## src/rtl/mem_arb_pkg.sv

```systemverilog
// Shared types and sizing for the two-requester word-to-byte memory arbiter.
package mem_arb_pkg;

  localparam int NBYTES = 4;
  localparam int CNT_W  = $clog2(NBYTES);

  typedef enum logic [2:0] {
    ST_IDLE  = 3'd0,
    ST_GRANT = 3'd1,
    ST_WR    = 3'd2,
    ST_RD    = 3'd3,
    ST_DONE  = 3'd4
  } state_e;

endpackage

```

## src/rtl/rr_arbiter.sv

```systemverilog
// Two-input one-hot selector: round-robin on last owner, or fixed priority
// (requester 0 first) when MEM_ARB_FIXED_PRIO_EN is defined.
module rr_arbiter (
  input  logic [1:0] req,
  input  logic       last,
  output logic [1:0] gnt
);

`ifdef MEM_ARB_FIXED_PRIO_EN
  logic unused_last;
  assign unused_last = last;

  always_comb begin
    gnt = 2'b00;
    if (req[0])      gnt = 2'b01;
    else if (req[1]) gnt = 2'b10;
  end
`else
  // On a tie the requester that did not own the memory last time wins.
  always_comb begin
    gnt = 2'b00;
    if (req == 2'b11) gnt = last ? 2'b01 : 2'b10;
    else              gnt = req;
  end
`endif

endmodule

```

## src/rtl/mem_arbiter.sv

```systemverilog
// Arbitrates two word requesters onto a byte-wide registered memory.
// Define MEM_ARB_FIXED_PRIO_EN for fixed priority instead of round-robin.
module mem_arbiter #(
  parameter int NREQ   = 2,
  parameter int NBYTES = 4
) (
  input  logic                  clk,
  input  logic                  rst,
  input  logic [NREQ-1:0]       req,
  input  logic [NREQ-1:0]       we,
  input  logic [8*NBYTES-1:0]   wdata0,
  input  logic [8*NBYTES-1:0]   wdata1,
  output logic [NREQ-1:0]       gnt,
  output logic [NREQ-1:0]       done,
  output logic [8*NBYTES-1:0]   rdata,
  output logic                  mem_rd,
  output logic                  mem_wr,
  output logic [1:0]            mem_addr,
  output logic [7:0]            mem_wdata,
  input  logic [7:0]            mem_rdata
);
  import mem_arb_pkg::*;

  state_e              state;
  logic [CNT_W-1:0]    cnt;
  logic                tail;
  logic                we_q;
  logic [8*NBYTES-1:0] wbuf;
  logic [NREQ-1:0]     sel;
  logic                last_own;
  logic [CNT_W-1:0]    rd_idx;

  rr_arbiter u_arb (
    .req  (req),
    .last (last_own),
    .gnt  (sel)
  );

`ifdef MEM_ARB_FIXED_PRIO_EN
  assign last_own = 1'b1;
`else
  always_ff @(posedge clk or posedge rst) begin
    if (rst)                           last_own <= 1'b1;
    else if (state == ST_IDLE && |req) last_own <= sel[1];
  end
`endif

  // Byte landing in the current read cycle was addressed one cycle earlier;
  // the tail cycle (cnt held at last) collects the final byte.
  assign rd_idx = tail ? cnt : cnt - 1'b1;

  always_ff @(posedge clk or posedge rst) begin
    if (rst) begin
      state <= ST_IDLE;
      gnt   <= '0;
      cnt   <= '0;
      tail  <= 1'b0;
      we_q  <= 1'b0;
      wbuf  <= '0;
      rdata <= '0;
    end else begin
      unique case (state)
        ST_IDLE: if (|req) begin
          gnt   <= sel;
          we_q  <= sel[1] ? we[1] : we[0];
          wbuf  <= sel[1] ? wdata1 : wdata0;
          cnt   <= '0;
          tail  <= 1'b0;
          state <= ST_GRANT;
        end
        ST_GRANT: state <= we_q ? ST_WR : ST_RD;
        ST_WR: begin
          if (cnt == CNT_W'(NBYTES-1)) state <= ST_DONE;
          else                         cnt   <= cnt + 1'b1;
        end
        ST_RD: begin
          if (tail || cnt != '0) rdata[{rd_idx, 3'b000} +: 8] <= mem_rdata;
          if (tail)                          state <= ST_DONE;
          else if (cnt == CNT_W'(NBYTES-1))  tail  <= 1'b1;
          else                               cnt   <= cnt + 1'b1;
        end
        ST_DONE: begin
          gnt   <= '0;
          state <= ST_IDLE;
        end
        default: state <= ST_IDLE;
      endcase
    end
  end

  always_comb begin
    mem_rd    = 1'b0;
    mem_wr    = 1'b0;
    mem_addr  = '0;
    mem_wdata = '0;
    done      = '0;
    case (state)
      ST_WR: begin
        mem_wr    = 1'b1;
        mem_addr  = cnt;
        mem_wdata = wbuf[{cnt, 3'b000} +: 8];
      end
      ST_RD: if (!tail) begin
        mem_rd   = 1'b1;
        mem_addr = cnt;
      end
      ST_DONE: done = gnt;
      default: ;
    endcase
  end

endmodule

```

## config.mk

```make
export PLATFORM = sky130hd
export DESIGN_NAME = mem_arbiter
export DESIGN_NICKNAME = d
export VERILOG_FILES = /design/src/rtl/mem_arb_pkg.sv /design/src/rtl/rr_arbiter.sv /design/src/rtl/mem_arbiter.sv
export SDC_FILE = /design/constraint.sdc
export NUM_CORES = 1
export LEC_CHECK = 0
export BUFFER_PORTS_ARGS = -buffer_cell sky130_fd_sc_hd__clkbuf_2
export CAP_MARGIN = 30
export CORE_UTILIZATION = 46
export CTS_CLUSTER_SIZE = 10
export DETAILED_ROUTE_END_ITERATION = 7
export PLACE_DENSITY_LB_ADDON = 0.08
export SLEW_MARGIN = 20
export SYNTH_ARGS = -nofsm -noshare
export SYNTH_HDL_FRONTEND = slang
export SYNTH_SLANG_ARGS = --single-unit
```

## constraint.sdc

```tcl
create_clock -name clk -period 3.04 [get_ports clk]
set_input_delay 0.608 -clock clk [delete_from_list [all_inputs] [get_ports clk]]
set_output_delay 0.608 -clock clk [all_outputs]
set_load 0.01 [all_outputs]
```

Yosys cells after proc, flatten, opt, wreduce, memory -nomap -nowiden --
Index checks and enable logic that the tools add are counted.
Word-level totals: bits in registers 74, input bits 78
Cells by class: add/sub/neg operators 3, equal/unequal tests 10, shift-type cells 3, mux-type cells 28, reductions and logical operators 14
Operators with widths (number):
- bitwise mux 32 bit | 1
- 2-to-1 mux 32 bit | 1
- variable shift 8 x 7 -> 32 bit (first input constant) | 1
- variable part select 32 x 6 -> 8 bit | 1
- variable part select 8 x 7 -> 32 bit | 1
- 2-to-1 mux 2 bit | 9
- one-hot mux 3 bit (4 select lines) | 1
- 2-to-1 mux 3 bit | 3
- 2-to-1 mux 1 bit | 8
- 2-to-1 mux 8 bit | 1
- one-hot mux 2 bit (2 select lines) | 2
- AND reduction 2 bit | 4
- negation 5 -> 7 bit | 1
- == test 3 x 2 -> 1 bit (second input constant) | 2
- inequality test 2 bit (second input constant) | 3
- one-hot mux 2 bit (3 select lines) | 1
- AND reduction 3 bit | 2
- nonzero test 2 bit | 3
- == test 2 bit (second input constant) | 2
- == test 3 x 1 -> 1 bit (second input constant) | 1
- == test 3 bit (second input constant) | 1
- zero test 3 bit | 1
- nonzero test 3 bit | 1
- adder 2 x 1 -> 2 bit (second input constant) | 1
- other kinds (6) | 6

Depth between registers and ports, before layout --
Gate-level depths: netlist of the first run.
word-level depth 5, depth in mapped cells 12, depth with buffers taken out 10

By module --
Synthesis of the first run repeated with hierarchy kept, for this count alone.
Second synthesis, totals: cell total of the unflattened synthesis 367, area total of the unflattened synthesis 3727.3 um2
Modules (own cells, without submodules):
- mem_arbiter | times used 1, cells each 364, area each 3708.6 um2, seq. area each 1853.0 um2
- rr_arbiter | times used 1, cells each 3, area each 18.8 um2, seq. area each 0.0 um2

Least setup slack after synthesis of the first run --
Ideal clock, no wire load.
path kind reg-to-reg, start reg cnt[1], end reg rdata[10], library setup time 84 ps, arrival time 2845 ps, data required time 2956 ps, path slack 111 ps, stages on the path, launching flop included 12, buffers on the path 3, clock period less this slack 2929 ps, cell sequence dfrtp_1 > clkbuf_1 > inv_1 > ha_1 > nor2b_1 > nor2_1 > clkbuf_1 > ha_1 > clkbuf_1 > nor3_1 > nand2_1 > o21ai_0
Between the ends: word-level cells in the longest chain between the ends 5, elaborated cells between the ends (all ways) 9
RTL lines:
- start: declaration | line mem_arbiter.sv:25 | logic [CNT_W-1:0] cnt;
- start signal: assignment | line mem_arbiter.sv:74 | else cnt <= cnt + 1'b1;
- start signal: assignment | line mem_arbiter.sv:80 | else cnt <= cnt + 1'b1;
- subtractor 2 x 1 -> 2 bit | line mem_arbiter.sv:50 | assign rd_idx = tail ? cnt : cnt - 1'b1;
- 2-to-1 mux 2 bit | line mem_arbiter.sv:50
- negation 5 -> 7 bit | line mem_arbiter.sv:77 | if (tail || cnt != '0) rdata[{rd_idx, 3'b000} +: 8] <= mem_rdata;
- variable part select 8 x 7 -> 32 bit or variable shift 8 x 7 -> 32 bit (tied branches) | line mem_arbiter.sv:77
- bitwise mux 32 bit | line mem_arbiter.sv:77
- end signal: indexed assignment | line mem_arbiter.sv:77
- end: declaration | line mem_arbiter.sv:15 | output logic [8*NBYTES-1:0] rdata,
Several ways; a longest one is shown, not always the timed one. A chain may end at the register's enable or synchronous reset.

Worst setup path in the final report of the first run --
start reg cnt[0], end reg rdata[20]
The elaborated chain is that of the path after synthesis.

==> impl_metrics.tcl, run 1 <==
set metrics [dict create \
    combPwrFrac_pct 49.0 \
    fp.coreArea_um2 7850 \
    clkLatencyLatePin_ps 340 \
    synth_edf_count 0 \
    portBuffers 125 \
    worstSetupPathType "flip-flop to flip-flop" \
    setup_tns_ps 0 \
    clkTransAtPathRegs_ps 80 \
    ys_ff_latch 74 \
    post-route-util_pct 60.5 \
    antenna_found_initial 0 \
    synth_seq_area_share_pct 49.1 \
    synth.distinct_cells 38 \
    cts_made_buffers 9 \
    fin_worst_skew_ps 7.69 \
    fmax_mhz 365 \
    wl_per_cell_um 14.2 \
    crit_chain "inv_1 -> ha_1 -> nor2b_1 -> nor2_1 -> ha_1 -> or3_1 -> nor3_2 -> nand2_1 -> o21ai_0" \
    power_density_nw_per_um2 1120 \
    layout_commonest_cell "clkbuf_2" \
    status "complete, no violations" \
    die_h_um 92.6 \
    dieArea_um2 8570 \
    switching_share_pct 41.2 \
    hold_viol 0 \
    ir_worst_vdd_uv 460 \
    tightestPinTransition_ps 735 \
    synthFlopType "dfrtp_1" \
    grtUsageTotal_pct 21.2 \
    antenna_left 0 \
    endpoint_kind "flip-flop" \
    rsz0062_at_grt "false" \
    pre_cts_ws_ps 300 \
    die_x_um 92.6 \
    fin_crit_ps 2740 \
    syn_avg_cell_area_um2 9.93 \
    post-dp-hpwl_um 6330 \
    p_seq_share_pct 33.4 \
    grt_remaining_overflow 0 \
    cts_resized 0 \
    cts_sinks 74 \
    syn_inst 380 \
    critPathSlowestCell "ha_1" \
    startpoint_type "flip-flop" \
    power_switching_uw 2190 \
    min_path_type "input port to asynchronous set/reset pin" \
    syn_area_um2 3770 \
    timing.slew.headroom_pct 50.6 \
    final_nets 583 \
    ys_warn_count 0 \
    power_frac_clock_pct 17.7 \
    drc 0 \
    ios 126 \
    drtIter0Drc 97 \
    std_cell_rows 32 \
    cp_common_cell "ha_1" \
    htree_levels 3 \
    cpPeakStageDelay_ps 450 \
    clockRootBuffer "clkbuf_8" \
    clockBufferDepth 2 \
    cts_hold_buf 0 \
    required_ps 3280 \
    dr.pass1.iters 4 \
    globalplace.congestion 0.813 \
    start_util_pct 48.1 \
    postCtsSetupBuffers 0 \
    async_flop_share_pct 100 \
    grt_pass1_wl_um 14200 \
    mostFrequentLayoutCells "clkbuf_2 (125), dfrtp_1 (73), nand2_1 (46), mux2i_1 (42), a21oi_1 (40)" \
    areaGrowthSynthToFinish_pct 25.7 \
    setup_violations 0 \
    diodes 0 \
    vias_per_cell 5.17 \
    cts_tree "done" \
    period_share_pct 90.0 \
    synthesis.nets 464 \
    layout_setup_ws_ps 303 \
    maxSlewViolCount 0 \
    arrival_ps 2980 \
    cp_max_fo 11 \
    drive_above_1_share_pct 33.5 \
    max_cap_violations 0 \
    grt_pass1_vias 2974 \
    routed_wirelength_um 8620 \
    p_int_uw 3130 \
    grt_max_degree 66 \
    via_count 3134 \
    cellLeakagePower_uw 0.00226 \
]
cell type report:
type / count / area, µm²
sequential: 74 / 1850
multi-input combinational: 266 / 1760
fill: 716 / 3100
timing repair buffer: 133 / 698
inverter: 15 / 56.3
clock buffer: 10 / 138
clock inverter: 6 / 114
tap: 102 / 128
sequential cells by signal, summed over array words and instances, names as in the netlist:
name,cells
wbuf,32
last_own,1
state,3
rdata,32
cnt,2
tail,1
gnt,2
we_q,1
critical path: cells and delay by family (launching register included):
kind | cells | cell delay [ps]
AOI/OAI and AO/OA | 1 | 170
adders and majority gates | 2 | 730
buffers and inverters | 1 | 50
DFF | 1 | 350
and+or+nand+nor | 5 | 1350
power groups by stage:
| stage | clock network (µW) | registers [µW] | logic, µW |
|---|---|---|---|
| after CTS | 958 | 1780 | 2620 |
| after global placement | 0 | 1780 | 2540 |
| after global routing | 1000 | 1840 | 2920 |
| after detailed placement | 0 | 1800 | 2610 |
| after floorplan | 0 | 1780 | 1800 |
| final | 941 | 1770 | 2610 |
per-layer routing:
layer / up-vias / track usage, % / share of wire, %
met2: 108 / 33.6 / 47
met4: 0 / 6.64 / 0.97
li1: 1554 / - / -
met1: 1462 / 29.4 / 47
met3: 10 / 4.35 / 4.9
met5: - / 0 / 0
cell usage after synthesis, drive strengths merged (2+ instances only):
cell	count	share of area, %
clkbuf	12	1.2
a21oi	40	5.3
nand2	46	4.6
nand3	10	1.7
nand4	2	0.33
and3	4	0.66
nand2b	6	1.1
nor3	3	0.66
mux4	8	4.8
nor2b	10	1.7
or3	2	0.33
buf	13	2.0
o31ai	8	1.6
nor2	38	3.8
nor4	2	0.73
dfrtp	73	48
ha	6	2.0
mux2i	42	11
inv	15	1.5
o21ai	29	3.8
kinds of logic after synthesis:
family | count (synthesis) | synth area share, %
flops | 74 | 49.1
simple gates | 125 | 15.9
fa+ha+maj | 6 | 1.99
compound gates | 84 | 12.2
mux | 51 | 16.2
buf+inv | 40 | 4.64
through the flow:
step | area (µm²) | hold WS [ps] | std cells | power [µW]
2_1_floorplan | 3770 | 445 | 380 | 3580
3_3_place_gp | 4490 | 463 | 590 | 4320
3_5_place_dp | 4490 | 470 | 590 | 4410
4_1_cts | 4750 | 382 | 606 | 5360
5_1_grt | 4750 | 397 | 606 | 5770
6_report | 4750 | 358 | 606 | 5320
path summary, 6_finish.rpt:
kind	from	to	slack (ps)	cells past startpoint
worst max-delay path	cnt[0]	rdata[20]	300	9
worst min-delay path	rst	rdata[19]	360	2
worst max register to register	cnt[0]	rdata[20]	300	9
worst min register to register	rdata[8]	rdata[8]	480	2
max in group asynchronous	rst	last_own	1950	3
min in group clk	rdata[8]	rdata[8]	480	2
Note: power is estimated with default switching activity, not from simulation.
==> inputs of run 2 (changes only) <==
- GPL_TIMING_DRIVEN: not set -> 0
==> run 2 against run 1 <==
Clock power down 20%. Via count up 4.4%. Final area increased by 1.4%. Clock skew up 3.4 ps. Combinational power is 11% higher.
==> impl_metrics.tcl, run 2 (synthesis results as in run 1) <==
set metrics [dict create \
    status "complete, no violations" \
    period_share_pct 94.7 \
    drtIter0Drc 163 \
    clockBufferDepth 2 \
    crit_chain "clkbuf_4 -> inv_1 -> ha_1 -> nor2b_4 -> nor2_1 -> clkbuf_2 -> ha_1 -> or3_1 -> nor3_4 -> buf_4 -> nand2_1 -> o21ai_0" \
    ios 126 \
    maxSlewViolCount 0 \
    fmax_mhz 347 \
    fin_worst_skew_ps 11.1 \
    layout_commonest_cell "clkbuf_2" \
    crit_family "simple AND/OR/NAND/NOR gates" \
    globalplace.congestion 0.811 \
    grt_max_degree 43 \
    vias_per_cell 5.23 \
    portBuffers 125 \
    dieArea_um2 8570 \
    p_seq_share_pct 32.1 \
    drive_above_1_share_pct 34.9 \
    fin_crit_ps 2880 \
    std_cell_rows 32 \
    worstSetupPathType "flip-flop to flip-flop" \
    critPathSlowestCell "dfrtp_1" \
    post-route-util_pct 61.3 \
    wl_per_cell_um 15.2 \
    cts_made_buffers 9 \
    power_switching_uw 2320 \
    cts_tree "done" \
    via_count 3272 \
    start_util_pct 48.1 \
    antenna_found_initial 0 \
    grt_remaining_overflow 0 \
    clkLatencyLatePin_ps 350 \
    startpoint_type "flip-flop" \
    timing.slew.headroom_pct 50.0 \
    diodes 0 \
    setup_violations 0 \
    crit_buf_inv 4 \
    power_density_nw_per_um2 1120 \
    power_frac_clock_pct 14.0 \
    die_x_um 92.6 \
    die_h_um 92.6 \
    ir_worst_vdd_uv 363 \
    rr_endpoint "rdata[17]" \
    cts_sinks 74 \
    fp.coreArea_um2 7850 \
    htree_levels 3 \
    reg_top3 "rdata x32, wbuf x32, state x3" \
    antenna_left 0 \
    dp.cells 608 \
    drc 0 \
    max_cap_violations 0 \
    cpPeakStageDelay_ps 400 \
    clockRootBuffer "clkbuf_8" \
    required_ps 3310 \
    post-dp-hpwl_um 7080 \
    cp_common_cell "ha_1" \
    areaGrowthSynthToFinish_pct 27.5 \
    fin_hold_ws_ps 299 \
    arrival_ps 3150 \
    dr.pass1.iters 4 \
    cp_max_fo 10 \
    endpoint_kind "flip-flop" \
    mostFrequentLayoutCells "clkbuf_2 (128), dfrtp_1 (72), nand2_1 (46), mux2i_1 (42), a21oi_1 (40)" \
    final_nets 604 \
    grt_pass1_vias 3203 \
    p_int_uw 3080 \
    routed_wirelength_um 9520 \
    multi_input_comb_area_um2 1780 \
    final_cell_count_no_fill 626 \
    setup_tns_ps 0 \
    combPwrFrac_pct 53.9 \
    switching_share_pct 43.0 \
    tightestPinTransition_ps 745 \
    hold_viol 0 \
    power_uw 5400 \
    cellLeakagePower_uw 0.00230 \
    grtUsageTotal_pct 23.3 \
    min_path_type "input port to asynchronous set/reset pin" \
    rsz0062_at_grt "false" \
    r2r_slack_ps 160 \
    fillers 723 \
    rr_worst_depth 12 \
    grt_pass1_wl_um 15300 \
    clkTransAtPathRegs_ps 80 \
    r2r_start "cnt[1]" \
    setup.worst_path.start "cnt[1]" \
    regArea_um2 1850 \
]
-- run 2: worst max-delay path by stage --
stage                           end  slack [ps]  cells past startpoint
after floorplan           rdata[10]         110                     11
after global placement    rdata[11]        -510                     11
after detailed placement  rdata[10]        -560                     11
after CTS                 rdata[21]          20                     11
after global routing      rdata[17]          10                     12
final                     rdata[17]         160                     12
-- run 2: layer usage --
layer  routed length [µm]  share of wire [%]  GRT usage, %
met4                  139                1.5          8.46
met5                    0                  0             0
met2                 4790                 50          40.1
met1                 4150                 44          29.6
met3                  435                4.6          3.78
-- run 2: metrics by stage --
step,worst slack (ps),instance area [µm²]
2_1_floorplan,111,3770
3_3_place_gp,-514,4530
3_5_place_dp,-559,4550
4_1_cts,17.1,4770
5_1_grt,13.5,4810
6_report,160,4810
-- run 2: layout make-up --
| type | instances | area share, % |
|---|---|---|
| Sequential cell | 74 | 38.5 |
| Multi-Input combinational cell | 266 | 37.0 |
| Timing Repair Buffer | 129 | 13.9 |
| Clock buffer | 10 | 2.86 |
| Buffer | 25 | 2.76 |
| Tap cell | 102 | 2.65 |
| Inverter | 15 | 1.22 |
| Clock inverter | 5 | 1.14 |
-- run 2: repair_timing --
item	4_1_cts	5_1_grt
pin swaps	0	2
resized for setup	9	8
hold buffers	0	0
setup endpoints to repair	25	26
setup buffers	0	3
-- run 2: power by group through the flow --
stage | sequential (µW) | clock, µW | combinational (µW)
final | 1730 | 757 | 2910
after global routing | 1790 | 817 | 3240
after CTS | 1730 | 772 | 2810
after detailed placement | 1750 | 0 | 2720
after global placement | 1730 | 0 | 2630
after floorplan | 1780 | 0 | 1800
